$ cat config.mk
export PLATFORM = sky130hd
export DESIGN_NAME = mem_lsu_ysyx23060136_flat
export DESIGN_NICKNAME = d
export VERILOG_FILES = /design/src/rtl/mem_lsu_ysyx23060136_pkg.sv /design/src/rtl/mem_lsu_ysyx23060136_if.sv /design/src/rtl/mem_lsu_ysyx23060136_load_ext.sv /design/src/rtl/mem_lsu_ysyx23060136.sv /design/src/flat_wrapper.sv
export SDC_FILE = /design/constraint.sdc
export NUM_CORES = 1
export LEC_CHECK = 0
export ABC_AREA = 1
export BUFFER_PORTS_ARGS = -buffer_cell sky130_fd_sc_hd__buf_4
export CAP_MARGIN = 20
export CORE_ASPECT_RATIO = 1.2
export CORE_MARGIN = 5
export CORE_UTILIZATION = 49
export DETAILED_ROUTE_END_ITERATION = 12
export GPL_TIMING_DRIVEN = 1
export PLACE_DENSITY = 0.8
export SYNTH_ARGS = -nofsm -noshare
export SYNTH_HDL_FRONTEND = slang
export SYNTH_SLANG_ARGS = --single-unit
export TNS_END_PERCENT = 10
$ cat constraint.sdc
create_clock -name clk -period 4.6 [get_ports clk]
set_input_delay 0.92 -clock clk [delete_from_list [all_inputs] [get_ports clk]]
set_output_delay 0.92 -clock clk [all_outputs]
set_load 0.01 [all_outputs]
$ cat src/rtl/mem_lsu_ysyx23060136_pkg.sv
// Shared definitions for the MEM-stage load/store unit: FSM states, access size
// encodings and byte-lane helpers.
package mem_lsu_ysyx23060136_pkg;

   typedef enum logic [1:0] {
      ST_IDLE = 2'd0,
      ST_REQ  = 2'd1,
      ST_RESP = 2'd2
   } lsu_state_e;

   typedef enum logic [1:0] {
      SZ_BYTE = 2'd0,
      SZ_HALF = 2'd1,
      SZ_WORD = 2'd2
   } lsu_size_e;

   localparam logic [3:0] STRB_BYTE = 4'b0001;
   localparam logic [3:0] STRB_HALF = 4'b0011;
   localparam logic [3:0] STRB_WORD = 4'b1111;

   // One-hot {word, half, byte}; anything that is not byte or half is a word.
   function automatic lsu_size_e size_from_onehot(input logic [2:0] oh);
      case (oh)
         3'b001:  return SZ_BYTE;
         3'b010:  return SZ_HALF;
         default: return SZ_WORD;
      endcase
   endfunction

   function automatic logic [3:0] lane_strb(input lsu_size_e size, input logic [1:0] off);
      case (size)
         SZ_BYTE: return STRB_BYTE << off;
         SZ_HALF: return STRB_HALF << {off[1], 1'b0};
         default: return STRB_WORD;
      endcase
   endfunction

endpackage

$ cat src/rtl/mem_lsu_ysyx23060136_if.sv
// Request/grant/response data-bus between the LSU (master) and the memory slave.
interface mem_lsu_ysyx23060136_if;

   logic        mem_req;
   logic        mem_we;
   logic [31:0] mem_addr;
   logic [31:0] mem_wdata;
   logic [3:0]  mem_wstrb;
   logic        mem_gnt;
   logic        mem_rvalid;
   logic [31:0] mem_rdata;
   logic        mem_err;

   modport master (
      output mem_req, mem_we, mem_addr, mem_wdata, mem_wstrb,
      input  mem_gnt, mem_rvalid, mem_rdata, mem_err
   );

   modport slave (
      input  mem_req, mem_we, mem_addr, mem_wdata, mem_wstrb,
      output mem_gnt, mem_rvalid, mem_rdata, mem_err
   );

endinterface

$ cat src/rtl/mem_lsu_ysyx23060136_load_ext.sv
// Load lane alignment: shifts the addressed byte/half down to bit 0, then
// sign- or zero-extends it to 32 bits.
module mem_load_ext_ysyx23060136
   import mem_lsu_ysyx23060136_pkg::*;
(
   input  logic [31:0] rdata,
   input  logic [1:0]  offset,
   input  lsu_size_e   size,
   input  logic        is_unsigned,
   output logic [31:0] result
);

   logic [31:0] shifted;

   assign shifted = rdata >> {offset, 3'b000};

   always_comb begin
      result = shifted;
      case (size)
         SZ_BYTE: result = {{24{~is_unsigned & shifted[7]}}, shifted[7:0]};
         SZ_HALF: result = {{16{~is_unsigned & shifted[15]}}, shifted[15:0]};
         default: result = shifted;
      endcase
   end

endmodule

$ cat src/rtl/mem_lsu_ysyx23060136.sv
// MEM-stage load/store unit: turns a one-cycle start pulse into a single
// request/grant/response bus transaction and returns the extended load result.
//
// state   | meaning
// --------+-------------------------------------------------------------
// ST_IDLE | no access in flight; waits for a load or store start pulse
// ST_REQ  | mem_req asserted with frozen command, waiting for mem_gnt
// ST_RESP | command accepted, waiting for mem_rvalid (read data / ack)
module mem_lsu_ysyx23060136
   import mem_lsu_ysyx23060136_pkg::*;
(
   input  logic        clk,
   input  logic        rst,
   input  logic        MEM_i_raddr_change,
   input  logic        MEM_i_waddr_change,
   input  logic [31:0] MEM_i_ALU_ALUout,
   input  logic [31:0] MEM_i_rs2_data,
   input  logic        MEM_i_mem_byte,
   input  logic        MEM_i_mem_half,
   input  logic        MEM_i_mem_word,
   input  logic        MEM_i_mem_byte_u,
   input  logic        MEM_i_mem_half_u,
   mem_lsu_ysyx23060136_if.master bus,
   output logic [31:0] MEM_o_rdata,
   output logic        MEM_o_done,
   output logic        MEM_o_err,
   output logic        MEM_o_busy
);

   lsu_state_e  state_q, state_d;
   logic        start;
   logic        capture;
   logic        finish;
   logic        req_d, req_q;
   logic [31:0] addr_q;
   logic [31:0] data_q;
   lsu_size_e   size_q;
   logic        uns_q;
   logic        we_q;
   logic        done_q;
   logic        err_q;
   logic [31:0] rdata_q;
   logic [31:0] load_val;

   assign start = MEM_i_raddr_change | MEM_i_waddr_change;

   always_comb begin
      state_d = state_q;
      capture = 1'b0;
      finish  = 1'b0;
      case (state_q)
         ST_IDLE: begin
            if (start) begin
               state_d = ST_REQ;
               capture = 1'b1;
            end
         end
         ST_REQ: begin
            if (bus.mem_gnt) state_d = ST_RESP;
         end
         ST_RESP: begin
            if (bus.mem_rvalid) begin
               state_d = ST_IDLE;
               finish  = 1'b1;
            end
         end
         default: state_d = ST_IDLE;
      endcase
      req_d = (state_d == ST_REQ);
   end

   always_ff @(posedge clk or posedge rst) begin
      if (rst) begin
         state_q <= ST_IDLE;
         req_q   <= 1'b0;
         addr_q  <= '0;
         data_q  <= '0;
         size_q  <= SZ_BYTE;
         uns_q   <= 1'b0;
         we_q    <= 1'b0;
         done_q  <= 1'b0;
         err_q   <= 1'b0;
         rdata_q <= '0;
      end else begin
         state_q <= state_d;
         req_q   <= req_d;
         // A simultaneous load and store pulse resolves to the store.
         if (capture) begin
            addr_q <= MEM_i_ALU_ALUout;
            data_q <= MEM_i_rs2_data;
            size_q <= size_from_onehot({MEM_i_mem_word,
                                        MEM_i_mem_half | MEM_i_mem_half_u,
                                        MEM_i_mem_byte | MEM_i_mem_byte_u});
            uns_q  <= MEM_i_mem_byte_u | MEM_i_mem_half_u;
            we_q   <= MEM_i_waddr_change;
         end
         done_q <= finish;
         err_q  <= finish & bus.mem_err;
         if (finish && !we_q) rdata_q <= load_val;
      end
   end

   mem_load_ext_ysyx23060136 u_load_ext (
      .rdata       (bus.mem_rdata),
      .offset      (addr_q[1:0]),
      .size        (size_q),
      .is_unsigned (uns_q),
      .result      (load_val)
   );

   assign bus.mem_req   = req_q;
   assign bus.mem_we    = we_q;
   assign bus.mem_addr  = {addr_q[31:2], 2'b00};
   assign bus.mem_wdata = data_q << {addr_q[1:0], 3'b000};
   assign bus.mem_wstrb = lane_strb(size_q, addr_q[1:0]);

   assign MEM_o_rdata = rdata_q;
   assign MEM_o_done  = done_q;
   assign MEM_o_err   = err_q;
   assign MEM_o_busy  = (state_q != ST_IDLE) | start;

endmodule

$ cat src/flat_wrapper.sv
// flat-port wrapper written by rule: the top's interface ports become plain ports
module mem_lsu_ysyx23060136_flat import mem_lsu_ysyx23060136_pkg::*;
  (clk, rst, MEM_i_raddr_change, MEM_i_waddr_change, MEM_i_ALU_ALUout, MEM_i_rs2_data, MEM_i_mem_byte, MEM_i_mem_half, MEM_i_mem_word, MEM_i_mem_byte_u, MEM_i_mem_half_u, MEM_o_rdata, MEM_o_done, MEM_o_err, MEM_o_busy, bus_mem_req, bus_mem_we, bus_mem_addr, bus_mem_wdata, bus_mem_wstrb, bus_mem_gnt, bus_mem_rvalid, bus_mem_rdata, bus_mem_err);
  mem_lsu_ysyx23060136_if bus_i ();
  input  logic clk;
  input  logic rst;
  input  logic MEM_i_raddr_change;
  input  logic MEM_i_waddr_change;
  input  logic [31:0] MEM_i_ALU_ALUout;
  input  logic [31:0] MEM_i_rs2_data;
  input  logic MEM_i_mem_byte;
  input  logic MEM_i_mem_half;
  input  logic MEM_i_mem_word;
  input  logic MEM_i_mem_byte_u;
  input  logic MEM_i_mem_half_u;
  output logic [31:0] MEM_o_rdata;
  output logic MEM_o_done;
  output logic MEM_o_err;
  output logic MEM_o_busy;
  output wire logic [$bits(bus_i.mem_req)-1:0] bus_mem_req;
  output wire logic [$bits(bus_i.mem_we)-1:0] bus_mem_we;
  output wire logic [$bits(bus_i.mem_addr)-1:0] bus_mem_addr;
  output wire logic [$bits(bus_i.mem_wdata)-1:0] bus_mem_wdata;
  output wire logic [$bits(bus_i.mem_wstrb)-1:0] bus_mem_wstrb;
  input wire logic [$bits(bus_i.mem_gnt)-1:0] bus_mem_gnt;
  input wire logic [$bits(bus_i.mem_rvalid)-1:0] bus_mem_rvalid;
  input wire logic [$bits(bus_i.mem_rdata)-1:0] bus_mem_rdata;
  input wire logic [$bits(bus_i.mem_err)-1:0] bus_mem_err;
  assign bus_mem_req = bus_i.mem_req;
  assign bus_mem_we = bus_i.mem_we;
  assign bus_mem_addr = bus_i.mem_addr;
  assign bus_mem_wdata = bus_i.mem_wdata;
  assign bus_mem_wstrb = bus_i.mem_wstrb;
  assign bus_i.mem_gnt = bus_mem_gnt;
  assign bus_i.mem_rvalid = bus_mem_rvalid;
  assign bus_i.mem_rdata = bus_mem_rdata;
  assign bus_i.mem_err = bus_mem_err;
  mem_lsu_ysyx23060136 u_core (.clk(clk), .rst(rst), .MEM_i_raddr_change(MEM_i_raddr_change), .MEM_i_waddr_change(MEM_i_waddr_change), .MEM_i_ALU_ALUout(MEM_i_ALU_ALUout), .MEM_i_rs2_data(MEM_i_rs2_data), .MEM_i_mem_byte(MEM_i_mem_byte), .MEM_i_mem_half(MEM_i_mem_half), .MEM_i_mem_word(MEM_i_mem_word), .MEM_i_mem_byte_u(MEM_i_mem_byte_u), .MEM_i_mem_half_u(MEM_i_mem_half_u), .bus(bus_i), .MEM_o_rdata(MEM_o_rdata), .MEM_o_done(MEM_o_done), .MEM_o_err(MEM_o_err), .MEM_o_busy(MEM_o_busy));
endmodule
Word level (Yosys, flattened, before mapping)
Cells that the tools add are included.

cells by class
  equal/unequal tests = 6
  shifts and indexed selects = 4
  mux-type cells = 11
  bitwise operators = 9
  reduce and logical (&&, ||, !) cells = 5

operators by type and width
  kind                                             number
  case mux 32 bit (2 select lines)                 1
  << shifter 32 x 5 -> 32 bit                      1
  >> shifter 32 x 5 -> 32 bit                      1
  case mux 4 bit (2 select lines)                  1
  == test 2 x 1 -> 1 bit, second input constant    3
  two-way mux 2 bit                                3
  case mux 2 bit (3 select lines)                  1
  bitwise OR 1 bit                                 5
  zero test 2 bit                                  2
  two-way mux 1 bit                                4
  case mux 2 bit (2 select lines)                  1
  << shifter 1 x 2 -> 4 bit, first input constant  1
  << shifter 2 x 2 -> 4 bit, first input constant  1
  AND 1 bit                                        3
  == test 3 x 1 -> 1 bit, second input constant    1
  == test 3 x 2 -> 1 bit, second input constant    1
  == test 2 bit, second input constant             1
  nonzero test 2 bit                               1
  logical AND 1 bit                                1
  zero test 1 bit                                  1
  NOT 1 bit                                        1

storage, ports and cells
  bits in registers = 105
  input bits = 108
  output and inout bits = 105

Longest topological paths before layout
Gate-level depths: netlist of run 1.

  word-level depth = 4
  gate-level depth with buffers = 10

Hierarchy
A second synthesis of run 1 with hierarchy kept.

unflattened totals
  cells, all modules = 767
  area, all modules = 5830.6 um^2

modules (own cells, without submodules)
  module                     times used  cells each  area an instance (um^2)
  mem_lsu_ysyx23060136       1           593         4927.2
  mem_load_ext_ysyx23060136  1           174         903.4

Worst setup path before layout of run 1
OpenSTA, ideal clock, no wires.

  kind = register to output
  from = register u_core.addr_q[0]
  to = output port bus_mem_wdata[18]
  arrival = 1282 ps
  data required time = 3680 ps
  slack = 2398 ps
  cell stages (with the launch flop) = 6
  buffers on the path = 2
  cells stage by stage = dfrtp_1 -> buf_4 -> nor2_2 -> buf_4 -> clkinv_1 -> o221ai_1

on the way
  longest elaborated chain between the ends = 1

ends and longest elaborated chain
  what                         line                         text
  start: declaration           mem_lsu_ysyx23060136.sv:35   logic [31:0] addr_q;
  start signal: assignment     mem_lsu_ysyx23060136.sv:89   addr_q <= MEM_i_ALU_ALUout;
  << shifter 32 x 5 -> 32 bit  mem_lsu_ysyx23060136.sv:114  assign bus.mem_wdata = data_q << {addr_q[1:0], 3'b000};
  end: declaration             flat_wrapper.sv:23           output wire logic [$bits(bus_i.mem_wdata)-1:0] bus_mem_wdata;

No other way between the ends.

Worst setup path after layout of run 1
  from = register u_core.addr_q[0]
  to = output port bus_mem_wdata[16]

Same word-level chain as after synthesis.

==> results.md, run 1 <==
* Status: finished clean
* Clock sink count at ~110
* H-tree depth at 3
* CTS Root Cell: clkbuf_16
* Final hold slack at 476.3 ps
* Post-DRT Antenna Nets at 0
* #FFs+latches synth at 105
* Syn Area/Cell at 7.280 um^2
* DRT Pass-1 Iters at 5
* FFs w/ async S/R, synth at 1.000
* Post-synthesis cell area at 5525 um^2
* CTS tree: built
* Overflow after GRT at 0
* Core area at 11040 um^2
* Post-DP HPWL at 11620 um
* Relative slew slack at 0.3518
* Reg area at ~2600 um^2
* Clk_lat worst skew at 350 ps
* Final slew viol count at 0
* Post-synth EDFFs at 0
* Die height at between 100 and 150 um
* First-pass GRT wire length at 24900 um
* Multi-input gate area at 2233 um^2
* Starting Density at 0.5007
* Top cells by area, synth: dfrtp_1 48%, nand2_1 22%, buf_4 4.9%, inv_1 4.0%, nand3_1 4.0%
* Pin count of the biggest net entering global routing at 81
* Max VDD drop at about 450 uV
* Fill count at 1023
* Pleak at 4.107 nW
* Worst R2R Path Depth at 6
* Vias in the first global route at between 5000 and 6000
* Critical R2R Launch: u_core.addr_q[0]
* DIE AREA at 13510 um^2
* Final #Nets at 1024
* Fmax at roughly 260 MHz
* Row count at 42
* Number of CTS-inserted buffers at 9
* Worst Skew at 8.810 ps
* Buffers on Ports at 210
* CTS Hold Buffers Added at 0
* # IOs at 213
* Post-synthesis sequential area ratio at 0.4755
* Fraction of layout cells with a size suffix above 1 at 0.2834
* Final setup TNS at 0 ps
* # setup viols final at 0
* Final instance area at 7221 um^2
* DP Area at 6894 um^2
* CP Launch Type: flop
* Worst-margin pin slew at 971.3 ps
* PwrDens at 726.6 nW/um^2
* Via-to-Cell Ratio at just over 5
* RSZ-0062 raised after global routing: false
* Die X at 106.9 um
* Via count at 5357
* Hold Path End: u_core.addr_q[19]
* Drt total wl at 15870 um
* Top-count cell post-synth: nand2_1
* Area share of the largest cell type after synthesis at 0.4755
* Dominant synthesized flop cell: dfrtp_1
* Max incr delay on CP at roughly 860 ps
* Hold Path Origin: u_core.addr_q[19]
* Total GRT Usage at 0.2320
* Distinct cells, synth at 27
* Final Wtd Congestion at 0.9046
* Fin util at 0.6543
* Initial antenna violation count at 0
* Postcts setup bufs at 0
* Hold Crit Class: flop to flop
* Crit-path cells: inv_2, nor2_2, a22oi_1, o21ai_0, buf_4
* Minimum clock period at 3790 ps
* Commonest cells post-synth: 324 x nand2_1, 105 x dfrtp_1, 59 x inv_1
* Leading area contributor after synthesis: dfrtp_1
* DR iter-0 viols at 372
* Critical path data required time at 3680 ps
* WL/cell at between 15 and 20 um
* Worst Path Max Fanout at 45
* CP max-delay cell: nor2_2
* R2R setup slack at 2050 ps
* Final Cycle Share at 0.8240
* CTS Buffer Depth at 2
* Post_cts resized at 0
* Area Overhead vs Synth at 30.68%
* Worst R2R End: u_core.MEM_o_rdata[5]
* Reg clk slew, reported paths at 70 ps
* DRC violations left at 0
* Antenna Cells at 0
* Final hold violations at 0
* Worst Path Arrival at 2870 ps
* Worst hold path depth at 2
* Setup Crit Path Kind: flop to output port
* Yosys warns at 0
* Design Power at 5.246 mW
* Max-cap violations at 0
* Crit. End Element: output port
* Post-Syn Instances at 759
## per-layer routing
layer,vias up,part of all wire,global-route usage
met5,-,0,0
met4,0,0.028,0.1046
met3,32,0.091,0.05589
met2,240,0.50,0.3977
met1,2460,0.38,0.2754
li1,2625,-,-
## worst max path at each step
stage	from	end	slack, ps
2_1_floorplan	rst	u_core.MEM_o_done	920
3_3_place_gp	u_core.addr_q[0]	bus_mem_wdata[27]	1320
3_5_place_dp	u_core.addr_q[0]	bus_mem_wdata[25]	1280
4_1_cts	u_core.addr_q[0]	bus_mem_wdata[25]	890
5_1_grt	u_core.addr_q[0]	bus_mem_wdata[25]	650
6_report	u_core.addr_q[0]	bus_mem_wdata[16]	810
## power breakdown
group | internal (mW) | switching, mW | total [mW]
sequential | 1.36 | 0.309 | 1.67
combinational | 1.17 | 1.57 | 2.73
clock | 0.494 | 0.344 | 0.839
total | 3.02 | 2.22 | 5.25
## cell type report
class,count,area share
tap,132,0.02287
clock buffer,10,0.03310
multi-input combinational,519,0.3093
clock inverter,6,0.01213
inverter,65,0.03414
sequential,105,0.3639
timing repair buffer,216,0.2246
## stage by stage
step,setup WS (ps),instances
after floorplan,919.5,760
after detailed placement,1276,1037
after global routing,653.4,1053
after global placement,1318,1037
after CTS,891.8,1053
final,809.8,1053
## worst max-delay path, delay by kind of cell, from the launching register on
| kind | cells | cell delay, ps |
|---|---|---|
| DFF | 1 | 740 |
| AOI/OAI and AO/OA | 2 | 300 |
| buffers and inverters | 2 | 620 |
| and+or+nand+nor | 1 | 860 |
## layout by cell type (no fill, tap or decap), types with 2 or more instances in the layout
cell type  Yosys  routed
conb_1         1       2
clkinv_2       0       2
or2_2         17      17
bufinv_16      0       2
nor2_2         2       2
nor2_1        54      54
o31ai_1        3       3
inv_1         59      58
nand2_1      324     324
nand2_2        3       3
nand3_1       44      44
inv_2          5       5
clkbuf_16      0       9
buf_4         36     216
a22oi_1       14      14
nor3_1         2       2
o211ai_1       8       8
inv_6          0       2
dfrtp_1      105     105
o21ai_0       39      39
## registers in the layout, indices dropped and copies added (netlist names)
name / count
u_core.bus.mem_req: 1
u_core.uns_q: 1
u_core.MEM_o_done: 1
u_core.addr_q: 32
u_core.MEM_o_rdata: 32
u_core.bus.mem_we: 1
u_core.size_q: 2
u_core.data_q: 32
u_core.MEM_o_err: 1
u_core.state_q: 2
## logic make-up (layout without fill, tap and decap cells)
kind of cell | after synthesis | count (layout) | share of synthesized area
other | 1 | 2 | 0.0006787
AO/OA/AOI/OAI | 70 | 70 | 0.07835
AND/OR/NAND/NOR | 447 | 447 | 0.3245
flip-flops | 105 | 105 | 0.4755
buffers and inverters | 136 | 297 | 0.1209
(Power assumes the default switching activity.)
==> inputs of run 2 (changes only) <==
CORE_UTILIZATION = 45   (was 49)
PLACE_DENSITY = 0.77   (was 0.8)
clock period = 3.1 ns   (was 4.6 ns; I/O delays follow)
==> run 2 against run 1 <==
Net effect:
- register-to-register slack got worse by 970 ps
- largest cell class unchanged
- via count barely moved
- global-route usage decreased by 0.59 points
- worst hold slack worse by 260 ps
- clock skew fell by 0.75 ps
- setup slack got worse by 240 ps
- clock-buffer cell count stayed put
- highest routed layer unchanged
- critical path depth stayed put
- total power increased by 50%
- sequential power is 48% higher
==> results.md, run 2 (synthesized netlist as in run 1, its figures left out) <==
* Via-to-Cell Ratio at 4.905
* Total GRT Usage at 0.2261
* RSZ-0062 raised after global routing: false
* Final hold violations at 0
* Met2 Use GR at 0.3924
* Most Crowded Layer GR: met2
* Clk network pwr share at 0.148
* Minimum clock period at about 2500 ps
* Crit. End Element: output port
* Drt total wl at about 17000 um
* Commonest cells after routing, fill and taps aside: 324 x nand2_1, 225 x buf_4, 105 x dfrtp_1, 58 x inv_1, 54 x nor2_1
* Worst Skew at 8.061 ps
* DR iter-0 viols at about 230
* PwrDens at around 1100 nW/um^2
* First-pass GRT wire length at 26740 um
* Number of CTS-inserted buffers at 9
* Reg clk slew, reported paths at approximately 80 ps
* Vias in the first global route at between 5000 and 6000
* Buffers on Ports at 210
* Status: finished clean
* Clock sink count at 105
* Initial antenna violation count at 0
* Post_cts resized at 0
* CP Launch Type: flop
* CTS Buffer Depth at 2
* Final Cycle Share at 0.8159
* Antenna Cells at 0
* Critical path data required time at 2480 ps
* Commonest non-fill, non-tap cell in the layout: nand2_1
* Hold Crit Class: input pin to asynchronous set/reset pin
* Setup Crit Path Kind: flop to output port
* Flop pwr share at 0.313
* DRC violations left at 0
* Final slew viol count at 0
* Fmax at 395.4 MHz
* Pin count of the biggest net entering global routing at 70
* CTS Hold Buffers Added at 0
* Sw frac at 0.4315
* WL/cell at ~15 um
* Postcts setup bufs at 0
* Clk_lat worst skew at 340 ps
* Relative slew slack at 0.3647
* Final Wtd Congestion at 0.9098
* Row count at 44
* Net switching power at 3.397 mW
* Starting Density at 0.4583
* Max-cap violations at 0
* Pleak at 4.144 nW
* CTS Root Cell: clkbuf_16
* Post-DP HPWL at approximately 13000 um
* Die height at 131.4 um
* Met3 usage at 0.08004
* Via count at roughly 5400
* Max VDD drop at 664.1 uV
* DRT Pass-1 Iters at 4
* P_int at 4.474 mW
* Comb power frac at 0.538
* Met1 GRT Util at 0.2666
* H-tree depth at 3
* DIE AREA at 14600 um^2
* Final #Nets at 1034
* Core area at 12060 um^2
* Fraction of layout cells with a size suffix above 1 at 0.2911
* Area Overhead vs Synth at 32.54%
* Overflow after GRT at 0
* Final setup TNS at 0 ps
* Worst Path Max Fanout at 18
* # setup viols final at 0
* # IOs at between 200 and 250
* Final hold slack at about 220 ps
* Worst Path Arrival at 1910 ps
* Post-DRT Antenna Nets at 0
* CTS tree: built
* Die X at 111.2 um
* Worst-margin pin slew at 951.6 ps
run 2: per-stage QoR:
step             util  setup WS, ps  area [um^2]  cells  total power [mW]
2_1_floorplan       -          1198         5533    760             5.060
3_3_place_gp   0.5822         958.1         7019   1076             6.694
3_5_place_dp   0.5822         940.7         7019   1076             6.763
4_1_cts        0.6074         561.9         7323   1092             7.962
5_1_grt        0.6074         469.2         7323   1092             8.517
6_report       0.6074         570.7         7323   1092             7.871
run 2: critical path, cell delays in order (launching register included):
cell and delay (ps):
dfrtp_1 560, buf_4 220, inv_2 150, buf_4 220
o21ai_0 250, buf_4 170
run 2: final cells by class:
type / instances / area [um^2]
Sequential cell: 105 / 2628
Inverter: 65 / 247.7
Fill cell: 1127 / 4733
Multi-Input combinational cell: 519 / 2233
Timing Repair Buffer: 226 / 1709
Clock inverter: 6 / 65.06
Tap cell: 161 / 201.4
Clock buffer: 10 / 239.0
run 2: path summary, 6_finish.rpt:
path | from | end | slack, ps | cells after the start
setup reg to reg | u_core.addr_q[0] | u_core.MEM_o_rdata[22] | 1080 | 9
min in group clk | bus_mem_rvalid | u_core.state_q[1] | 470 | 2
setup / recovery | u_core.addr_q[1] | bus_mem_wstrb[2] | 570 | 5
hold / removal | rst | u_core.MEM_o_rdata[3] | 220 | 2
max in group asynchronous | rst | u_core.MEM_o_rdata[20] | 2240 | 3
hold reg to reg | u_core.addr_q[21] | u_core.addr_q[21] | 480 | 2
run 2: routing by layer:
metal | vias up | wire length (um)
li1 | 2633 | -
met1 | 2462 | 6401
met2 | 243 | 8254
met3 | 18 | 1772
met4 | 0 | 267
met5 | - | 0
run 2: power groups by stage:
| stage | clock (mW) | combinational [mW] | sequential (mW) |
|---|---|---|---|
| 2_1_floorplan | 0 | 2.62 | 2.44 |
| 3_3_place_gp | 0 | 4.23 | 2.47 |
| 3_5_place_dp | 0 | 4.29 | 2.47 |
| 4_1_cts | 1.20 | 4.30 | 2.46 |
| 5_1_grt | 1.26 | 4.72 | 2.54 |
| 6_report | 1.17 | 4.24 | 2.47 |
==> inputs of run 3 (changes only) <==
CORE_UTILIZATION = 49   (was 45)
PLACE_DENSITY = 0.8   (was 0.77)
clock period = 2.5 ns   (was 3.1 ns; I/O delays follow)
==> run 3 against run 2 <==
Net effect:
- register-to-register slack lost 580 ps
- critical path type unchanged
- flip-flop and latch count is the same
- cell count shrank 2.7%
- sequential share of layout area grew 0.23 points
- largest power group unchanged
- worst hold slack gained 30 ps
- clock power grew 15%
- non-clock buffer count shrank 1
- sequential power grew 23%
- largest cell class unchanged
- core utilization grew 5.2 points
==> results.md, run 3 (synthesized netlist as in run 1, its figures left out) <==
* Final slew viol count at 0
* Buffers on Ports at 210
* Initial antenna violation count at 0
* Place WS at 463.5 ps
* Pleak at 4.129 nW
* DR iter-0 viols at 231
* Worst Path Arrival at 1820 ps
* Setup Crit Path Kind: flop to output port
* Antenna Cells at 0
* Post-DRT Antenna Nets at 0
* PwrDens at 1323 nW/um^2
* RSZ-0062 raised after global routing: false
* Core area at roughly 11000 um^2
* CTS Root Cell: clkbuf_16
* Clk_lat worst skew at 340 ps
* Final hold violations at 0
* Final Cycle Share at 0.9281
* Crit. End Element: output port
* Post-DP HPWL at 12080 um
* Final #Nets at approximately 1000
* DRC violations left at 0
* Critical path data required time at roughly 2000 ps
* Drt total wl at approximately 16000 um
* CTS tree: built
* DRT Pass-1 Iters at 5
* Reg area at 2629 um^2
* Die height at roughly 130 um
* Minimum clock period at 2320 ps
* Worst Skew at 7.882 ps
* Worst-margin pin slew at 662.2 ps
* # setup viols final at 0
* WL/cell at roughly 15 um
* CP Launch Type: flop
* Via count at about 5300
* Pin count of the biggest net entering global routing at 81
* H-tree depth at 3
* Reg clk slew, reported paths at 70 ps
* Status: finished clean
* Number of CTS-inserted buffers at 9
* Setup ws final at about 180 ps
* Cell Count, Final, Fillers Out at 1062
* Fill count at 997
* First-pass GRT wire length at 25500 um
* Postcts setup bufs at 0
* DIE AREA at 13510 um^2
* Max-cap violations at 0
* DP Cell Count at ~1000
* Worst Path Max Fanout at 19
* Fraction of layout cells with a size suffix above 1 at 0.2914
* Fmax at around 430 MHz
* Vias in the first global route at approximately 5100
* Commonest cells after routing, fill and taps aside: 324 x nand2_1, 222 x buf_4, 104 x dfrtp_1, 58 x inv_1, 54 x nor2_1
* CTS Buffer Depth at 2
* Final Wtd Congestion at 0.9169
* Relative slew slack at 0.5576
* Overflow after GRT at 0
* Area Overhead vs Synth at 31.77%
* Total GRT Usage at 0.2380
* Commonest non-fill, non-tap cell in the layout: nand2_1
* Via-to-Cell Ratio at 5.005
* Max VDD drop at 1117 uV
* Final setup TNS at 0 ps
* Starting Density at 0.5007
* Hold Crit Class: input pin to asynchronous set/reset pin
* Multi-input gate area at 2233 um^2
* Row count at 42
* Final hold slack at 246.6 ps
* CTS Hold Buffers Added at 0
* Clock sink count at 105
* Die X at 106.9 um
* Post_cts resized at 0
* # IOs at 213
## run 3: critical path, cell delays in order (launching register included)
cell and delay (ps):
dfrtp_1 390, buf_4 210, nor2_2 170, buf_4 270, a22oi_1 120, o21ai_0 150, buf_4 180
## run 3: cell type report
cell class	instances	area share
clock buffer	9	0.03093
tap	132	0.02268
timing repair buffer	225	0.2372
multi-input combinational	519	0.3068
inverter	65	0.03403
clock inverter	7	0.007390
sequential	105	0.3611
## run 3: path summary, 6_finish.rpt
| check | slack (ps) | start | endpoint | cells past startpoint |
|---|---|---|---|---|
| max in group asynchronous | 1600 | rst | u_core.data_q[30] | 3 |
| max reg2reg | 500 | u_core.addr_q[0] | u_core.MEM_o_rdata[23] | 9 |
| min reg2reg | 470 | u_core.addr_q[18] | u_core.addr_q[18] | 2 |
| min in group clk | 350 | MEM_i_rs2_data[13] | u_core.data_q[13] | 3 |
| min | 250 | rst | u_core.data_q[4] | 2 |
| max | 180 | u_core.addr_q[0] | bus_mem_wdata[24] | 6 |
## run 3: where the power goes
group / internal (mW) / switching [mW] / leakage (nW) / total [mW]
Clock: 0.685 / 0.657 / 0.134 / 1.34
Combinational: 2.25 / 3.01 / 2.70 / 5.26
Sequential: 2.51 / 0.520 / 1.29 / 3.03
## run 3: metal layers
layer / GRT usage / wire length [um]
met2: 0.4040 / 8165
met3: 0.05437 / 1163
met5: 0 / 0
met4: 0.1008 / 514
met1: 0.2909 / 6415
## run 3: per-stage QoR
stage / total power [mW] / cell area [um^2] / utilization
4_1_cts: 9.691 / 7279 / 0.6596
6_report: 9.630 / 7281 / 0.6598
3_5_place_dp: 8.322 / 7000 / 0.6344
2_1_floorplan: 6.274 / 5533 / -
5_1_grt: 10.36 / 7281 / 0.6598
3_3_place_gp: 8.251 / 7000 / 0.6344
